[config.mk]
export PLATFORM = sky130hd
export DESIGN_NAME = operand_link_tx
export DESIGN_NICKNAME = d
export VERILOG_FILES = /design/src/rtl/operand_link_tx.sv
export SDC_FILE = /design/constraint.sdc
export NUM_CORES = 1
export LEC_CHECK = 0
export ABC_AREA = 0
export CORE_MARGIN = 10
export CORE_UTILIZATION = 50
export CTS_BUF_LIST = sky130_fd_sc_hd__clkbuf_8
export CTS_CLUSTER_SIZE = 8
export DETAILED_ROUTE_END_ITERATION = 10
export HOLD_SLACK_MARGIN = 0.1
export PLACE_DENSITY = 0.73
export SLEW_MARGIN = 20
export SYNTH_ARGS = -nofsm -noshare
export SYNTH_HDL_FRONTEND = slang
export SYNTH_SLANG_ARGS = --single-unit
export TNS_END_PERCENT = 5
[constraint.sdc]
create_clock -name clk -period 2.2 [get_ports clk]
set_input_delay 0.22 -clock clk [delete_from_list [all_inputs] [get_ports clk]]
set_output_delay 0.22 -clock clk [all_outputs]
set_load 0.02 [all_outputs]
[src/rtl/operand_link_tx.sv]
// Transmit end of the CHORD operand link: FIFO-buffered (x,y) pairs serialised as SYNC, x, y[, checksum].
// Build option: define OPERAND_TX_CHECKSUM_EN to append an XOR checksum byte to every frame.
module operand_link_tx #(
   parameter int         INPUT_WIDTH = 16,
   parameter int         FIFO_DEPTH  = 4,
   parameter logic [7:0] SYNC_BYTE   = 8'hA5
) (
   input  logic                   clk,
   input  logic                   rst,
   input  logic                   in_valid,
   output logic                   in_ready,
   input  logic [INPUT_WIDTH-1:0] in_x,
   input  logic [INPUT_WIDTH-1:0] in_y,
   output logic                   link_valid,
   input  logic                   link_ready,
   output logic [7:0]             link_data,
   output logic                   link_sof,
   output logic                   link_eof,
   output logic                   busy,
   output logic [15:0]            frame_count
);

   localparam int B  = INPUT_WIDTH / 8;
   localparam int AW = $clog2(FIFO_DEPTH);
   localparam int IW = (B > 1) ? $clog2(B) : 1;
   localparam logic [IW-1:0] LAST    = IW'(B - 1);
   localparam logic [IW-1:0] IDX_ONE = IW'(1);
   localparam logic [AW:0]   PTR_ONE = (AW + 1)'(1);
`ifdef OPERAND_TX_CHECKSUM_EN
   localparam bit CSUM_EN = 1'b1;
`else
   localparam bit CSUM_EN = 1'b0;
`endif

   typedef enum logic [2:0] {
      IDLE,
      SYNC,
      XB,
      YB
`ifdef OPERAND_TX_CHECKSUM_EN
      , CSUM
`endif
   } state_t;

   state_t                         state;
   logic [IW-1:0]                  idx;
   logic [2*INPUT_WIDTH-1:0]       mem [FIFO_DEPTH];
   logic [AW:0]                    wr_ptr;
   logic [AW:0]                    rd_ptr;
   logic signed [INPUT_WIDTH-1:0]  frame_x;
   logic signed [INPUT_WIDTH-1:0]  frame_y;
`ifdef OPERAND_TX_CHECKSUM_EN
   logic [7:0]                     csum;
`endif
   logic fifo_empty;
   logic fifo_full;
   logic push;
   logic pop;
   logic xfer;

   function automatic logic [7:0] byte_of(input logic [INPUT_WIDTH-1:0] v, input int k);
      logic [INPUT_WIDTH-1:0] s;
      s = v >> (8 * (B - 1 - k));
      return s[7:0];
   endfunction

   assign fifo_empty = (wr_ptr == rd_ptr);
   assign fifo_full  = (wr_ptr[AW] != rd_ptr[AW]) && (wr_ptr[AW-1:0] == rd_ptr[AW-1:0]);
   assign in_ready   = !fifo_full;
   assign push       = in_valid && in_ready;
   assign pop        = (state == IDLE) && !fifo_empty;
   assign xfer       = link_valid && link_ready;
   assign busy       = (state != IDLE) || !fifo_empty;

   always_ff @(posedge clk) begin
      if (push) mem[wr_ptr[AW-1:0]] <= {in_x, in_y};
   end

   always_ff @(posedge clk) begin
      if (rst) begin
         wr_ptr <= '0;
         rd_ptr <= '0;
      end else begin
         if (push) wr_ptr <= wr_ptr + PTR_ONE;
         if (pop)  rd_ptr <= rd_ptr + PTR_ONE;
      end
   end

   // Frame register: holds the pair being serialised, freeing its FIFO slot.
   always_ff @(posedge clk) begin
      if (pop) {frame_x, frame_y} <= mem[rd_ptr[AW-1:0]];
   end

   always_ff @(posedge clk) begin
      if (rst) begin
         state       <= IDLE;
         idx         <= '0;
         link_valid  <= 1'b0;
         link_data   <= '0;
         link_sof    <= 1'b0;
         link_eof    <= 1'b0;
         frame_count <= '0;
`ifdef OPERAND_TX_CHECKSUM_EN
         csum        <= '0;
`endif
      end else begin
         if (xfer && link_eof) frame_count <= frame_count + 16'd1;
         case (state)
            IDLE: if (!fifo_empty) begin
               state      <= SYNC;
               idx        <= '0;
               link_valid <= 1'b1;
               link_data  <= SYNC_BYTE;
               link_sof   <= 1'b1;
               link_eof   <= 1'b0;
`ifdef OPERAND_TX_CHECKSUM_EN
               csum       <= '0;
`endif
            end
            SYNC: if (xfer) begin
               state     <= XB;
               idx       <= '0;
               link_sof  <= 1'b0;
               link_data <= byte_of(frame_x, 0);
            end
            XB: if (xfer) begin
`ifdef OPERAND_TX_CHECKSUM_EN
               csum <= csum ^ link_data;
`endif
               if (idx == LAST) begin
                  state     <= YB;
                  idx       <= '0;
                  link_data <= byte_of(frame_y, 0);
                  link_eof  <= (B == 1) && !CSUM_EN;
               end else begin
                  idx       <= idx + IDX_ONE;
                  link_data <= byte_of(frame_x, int'(idx) + 1);
               end
            end
            YB: if (xfer) begin
               if (idx == LAST) begin
`ifdef OPERAND_TX_CHECKSUM_EN
                  // Running XOR excludes the byte now leaving, so fold it in here.
                  state     <= CSUM;
                  link_data <= csum ^ link_data;
                  link_eof  <= 1'b1;
`else
                  state      <= IDLE;
                  link_valid <= 1'b0;
                  link_data  <= '0;
                  link_eof   <= 1'b0;
`endif
               end else begin
`ifdef OPERAND_TX_CHECKSUM_EN
                  csum      <= csum ^ link_data;
`endif
                  idx       <= idx + IDX_ONE;
                  link_data <= byte_of(frame_y, int'(idx) + 1);
                  link_eof  <= (int'(idx) + 2 == B) && !CSUM_EN;
               end
            end
`ifdef OPERAND_TX_CHECKSUM_EN
            CSUM: if (xfer) begin
               state      <= IDLE;
               link_valid <= 1'b0;
               link_data  <= '0;
               link_eof   <= 1'b0;
            end
`endif
            default: state <= IDLE;
         endcase
      end
   end

endmodule

After elaboration in Yosys (flattened, before gate mapping)
Memory sizes are Yosys's and may differ from the RTL's. A register that Yosys moved wholly into a read port is not among the register bits.
Index checks and enable logic that the tools add are counted.
{ "op_classes": {"addsub": 7, "n_eq_ne": 13, "n_shift": 2, "n_mux": 31, "n_reduce_logical": 19} }
{ "ops": {"columns": ["cell", "count"], "rows": [
  [">> shifter 16 x 32 -> 8 bit", 2],
  ["2-to-1 mux 8 bit", 6],
  ["case mux 8 bit (4 select lines)", 1],
  ["2-to-1 mux 3 bit", 6],
  ["adder 16 x 1 -> 16 bit (second input constant)", 1],
  ["2-to-1 mux 1 bit", 13],
  ["!= test 2 bit (second input constant)", 6],
  ["case mux 3 bit (4 select lines)", 1],
  ["AND reduction 5 bit", 2],
  ["equality test 3 x 2 -> 1 bit (second input constant)", 3],
  ["adder 3 x 1 -> 3 bit (second input constant)", 2],
  ["AND reduction 6 bit", 1],
  ["nonzero test 3 bit", 2],
  ["logical AND 1 bit", 5],
  ["case mux 1 bit (2 select lines)", 2],
  ["case mux 1 bit (4 select lines)", 1],
  ["AND reduction 4 bit", 1],
  ["nonzero test 2 bit", 2],
  ["nonzero test 4 bit", 1],
  ["adder 1 x 2 -> 3 bit (second input constant)", 1],
  ["equality test 3 x 1 -> 1 bit (second input constant)", 1],
  ["equality test 3 bit", 1],
  ["zero test 3 bit", 1],
  ["case mux 1 bit (3 select lines)", 1],
  ["other kinds (8)", 9]
]} }
{ "word_totals": {"reg_bits": 37, "ram_bits": 128, "in_bits": 36, "output_inout_bits": 29, "wordCells": 82, "n_memories": 1} }
{ "memory_table": {"columns": ["name", "words", "word_bits", "rd", "rd_ports_with_merged_regs", "write_ports", "line_no", "source"], "rows": [
  ["mem", 4, 32, 1, 1, 1, "47", "logic [2*INPUT_WIDTH-1:0] mem [FIFO_DEPTH];"]
]} }

Longest topological paths before layout
{ "logic_depth": {"depth_word": 6, "depth_mapped": 9, "depth_no_buf": 6} }

Least setup slack after synthesis
No wires, ideal clock.
{ "synth_path": {"path_kind": "register to register", "startpoint": "register rd_ptr[1]", "endpoint": "memory mem[0][0] (netlist bit) (enable)", "arrival_ps": 1936, "setup_slack_ps": -128, "path_stages_with_launch": 6, "n_path_buf": 1, "path_cell_list": "dfxtp_1 > buf_4 > xor2_1 > nor2_1 > a21boi_0 > and2_1"} }
{ "synth_between": {"elab_chain_len": 6} }
{ "synth_lines": {"columns": ["item", "line_no", "source"], "rows": [
  ["from (decl)", "49", "logic [AW:0] rd_ptr;"],
  ["from (signal assigned)", "85", "if (pop) rd_ptr <= rd_ptr + PTR_ONE;"],
  ["equality test 2 bit", "68", "assign fifo_full = (wr_ptr[AW] != rd_ptr[AW]) && (wr_ptr[AW-1:0] == rd_ptr[AW-1:0]);"],
  ["logical AND 1 bit", "68", null],
  ["zero test 1 bit", "69", "assign in_ready = !fifo_full;"],
  ["logical AND 1 bit", "70", "assign push = in_valid && in_ready;"],
  ["2-to-1 mux 1 bit", "76", "if (push) mem[wr_ptr[AW-1:0]] <= {in_x, in_y};"],
  ["2-to-1 mux 1 bit (not written as such)", "76", null],
  ["to (decl)", "47", null]
]} }
No other way between the ends.

Final worst setup path
{ "layout_path": {"startpoint": "register wr_ptr[0]", "endpoint": "output in_ready"} }
{ "layout_between": {"elab_chain_len": 3} }
{ "layout_lines": {"columns": ["item", "line_no", "source"], "rows": [
  ["from (decl)", "48", "logic [AW:0] wr_ptr;"],
  ["from (signal assigned)", "84", "if (push) wr_ptr <= wr_ptr + PTR_ONE;"],
  ["equality test 2 bit", "68", null],
  ["logical AND 1 bit", "68", null],
  ["zero test 1 bit", "69", null],
  ["to (decl)", "11", "output logic in_ready,"]
]} }
No other way between the ends.

==> impl_metrics.env <==
export IMPL_dieArea_sq_um=20600
export IMPL_cts_buffers=17
export IMPL_vias=4118
export IMPL_htree_num_levels=4
export IMPL_overflow=0
export IMPL_grt_max_degree=35
export IMPL_ys_async_sr_fraction=0
export IMPL_required_ns=1.98
export IMPL_initial_utilization=0.507
export IMPL_synth_edf_count=160
export IMPL_hold_viol_final=0
export IMPL_ioPinCount=65
export IMPL_syn_inst=433
export IMPL_final_cells=712
export IMPL_fillers=1127
export IMPL_port_buffers=64
export IMPL_regArea_sq_um=5530
export IMPL_ys_seq_elements=196
export IMPL_die_w_microns=144
export IMPL_finalCriticalPeriod_ns=2.09
export IMPL_avgSynthCellArea_sq_um=17.7
export IMPL_ant_nets=0
export IMPL_wire_per_inst_microns=20.6
export IMPL_slew_headroom=0.651
export IMPL_fin_skew_ns=0.00842
export IMPL_drt_pass1_iterations=5
export IMPL_slowest_delay_ns=0.60
export IMPL_end_kind="output pin"
export IMPL_floorplan_rows=45
export IMPL_place_congestion=0.935
export IMPL_cts_hold_buffers_added=0
export IMPL_critPathMaxFanout=5
export IMPL_synth_nets=482
export IMPL_core_sq_um=15100
export IMPL_worstSetupStartpointType="flop"
export IMPL_cp_slowest_cell="clkdlybuf4s50_1"
export IMPL_cts_buffer_depth=2
export IMPL_crit_chain="xor2_1 > nor2_1 > nand2_1 > clkdlybuf4s50_1"
export IMPL_path_clk_slew_ns=0.09
export IMPL_startpoint="wr_ptr[0]"
export IMPL_drive_above_1_share=0.179
export IMPL_viasPerCell=5.78
export IMPL_synth_top_cells_by_area="edfxtp_1, dfxtp_1, mux4_2"
export IMPL_post_route_period_util=0.952
export IMPL_p_per_area_nw_per_um2=1090
export IMPL_antenna_found_initial=0
export IMPL_layout_commonest_cell="edfxtp_1"
export IMPL_synth_top_area_share=0.629
export IMPL_ys_flop_type="edfxtp_1"
export IMPL_cts_tree="done"
export IMPL_rr_startpoint="state[1]"
export IMPL_worstMarginPinSlew_ns=0.519
export IMPL_slew_violations=0
export IMPL_drt_total_wl_microns=14600
export IMPL_dieHeight_microns=144
export IMPL_cap_violations=0
export IMPL_seq_area_frac_synth=0.723
export IMPL_run_status="completed"
export IMPL_synth_cell_type_count=44
export IMPL_fmax_mhz=477
export IMPL_worst_setup_path_type="reg2out"
export IMPL_rsz0062_at_grt="false"
export IMPL_grt_pass1_wl_microns=22800
export IMPL_area_delta_synth_final_pct=18.1
export IMPL_hp_class="in2reg"
export IMPL_nNetsFinal=560
export IMPL_syn_cell_area_sq_um=7640
export IMPL_multi_input_area_sq_um=1990
export IMPL_yosysWarningCount=0
export IMPL_leakagePower_uw=0.00296
export IMPL_reg2reg_depth=5
export IMPL_rrSetupSlack_ns=0.21
export IMPL_layout_common_cells="edfxtp_1, clkdlybuf4s50_1, dfxtp_1"
export IMPL_route_detailed_drc=0
export IMPL_place_inst=680
export IMPL_setup_viol=0
export IMPL_clock_sinks=196
export IMPL_tns_ns=0
export IMPL_critPathCapture="in_ready"
export IMPL_p_total_uw=9880
export IMPL_first_iter_violations=279
export IMPL_gr_usage_all_layers=0.146
export IMPL_cts_root_buffer="clkbuf_8"
export IMPL_grt_pass1_vias=4251
export IMPL_insertion_delay_ns=0.46
export IMPL_post_dp_hpwl_microns=9450
export IMPL_peakVddDrop_v=0.000609
export IMPL_n_antenna_cell=0
export IMPL_whs_ns=0.385
export IMPL_synth_top_area_cell="edfxtp_1"
export IMPL_arrival_ns=1.87
export IMPL_timing_rr_end="link_data[5]"
==> flip-flops by register name, summed over array words and instances, names as in the netlist <==
name         cells
idx              1
wr_ptr           3
link_data        8
frame_count     16
link_valid       1
link_eof         1
frame_x         16
frame_y         16
state            2
link_sof         1
rd_ptr           3
mem            128
==> cell type report <==
class                      count  share of cell area
clock buffer                  17              0.0259
inverter                      12             0.00499
clock inverter                15              0.0172
multi-input combinational    203               0.220
tap                          188              0.0261
timing repair buffer          81              0.0933
sequential                   196               0.612
==> cells in the mapped netlist, types with 2 or more instances <==
master	instances
buf_2	4
o2bb2ai_1	4
or4_1	2
o41ai_1	2
nor2_1	22
nand4_1	9
nand2_1	7
and3_1	4
xor2_1	11
a311o_1	3
nand3_1	6
ha_1	13
o21ai_0	5
a31o_2	2
mux4_2	32
xnor2_1	10
clkbuf_1	14
a2111oi_0	4
and2_1	4
a21oi_1	13
dfxtp_1	36
inv_1	12
nor2b_1	2
edfxtp_1	160
o31ai_1	3
mux2i_1	3
a222oi_1	4
nor3_1	7
or3_1	4
a221o_1	4
buf_6	2
mux2_2	8
o311ai_0	2
and4_1	5
==> cells by family (layout without fill, tap and decap cells) <==
logic type,after synthesis,after routing,synth area share
compound gates,51,51,0.0501
xor+xnor,21,21,0.0241
fa+ha+maj,13,13,0.0213
buf+inv,34,125,0.0198
flops,196,196,0.723
mux,43,43,0.110
simple gates,75,75,0.0519
==> timing repair <==
action,CTS,global route
resized for setup,2,3
buffers inserted,0,0
endpoints found under the setup margin,1,2
==> stage by stage <==
stage               worst slack (ns)  area (sq um)  utilization
floorplan                     -0.128          7640            -
global placement               0.275          8620        0.571
detailed placement             0.198          8620        0.571
CTS                           0.0211          9010        0.597
global route                  0.0360          9030        0.598
finish                         0.106          9030        0.598
==> worst min-delay path by stage <==
stage,start,to,slack (ns),cells after the start
after floorplan,in_y[0],mem[0][0],0.32,0
after global placement,frame_count[12],frame_count[12],0.49,2
after detailed placement,link_data[6],link_data[6],0.50,1
after CTS,in_x[12],mem[3][28],0.36,1
after global routing,in_x[12],mem[3][28],0.36,1
final,in_x[12],mem[3][28],0.39,1
==> where the power goes <==
group | internal, uW | leakage, uW | switching [uW] | total (uW)
clock | 1020 | 0.000208 | 1240 | 2260
sequential | 4760 | 0.00177 | 243 | 5010
combinational | 1180 | 0.000975 | 1440 | 2620
total | 6960 | 0.00296 | 2920 | 9880
==> worst max-delay path: cells and delay by family (launching register included) <==
family | cells | cell delay [ns]
XOR/XNOR | 1 | 0.21
buffers and inverters | 1 | 0.60
flip-flops | 1 | 0.44
AND/OR/NAND/NOR | 2 | 0.17
==> routing by layer <==
metal / up-vias / GRT usage / share of wire
li1: 1879 / - / -
met1: 2085 / 0.183 / 0.43
met3: 24 / 0.0495 / 0.064
met5: - / 0 / 0
met2: 130 / 0.235 / 0.49
met4: 0 / 0.0473 / 0.017
Note: power is estimated with default switching activity, not from simulation.
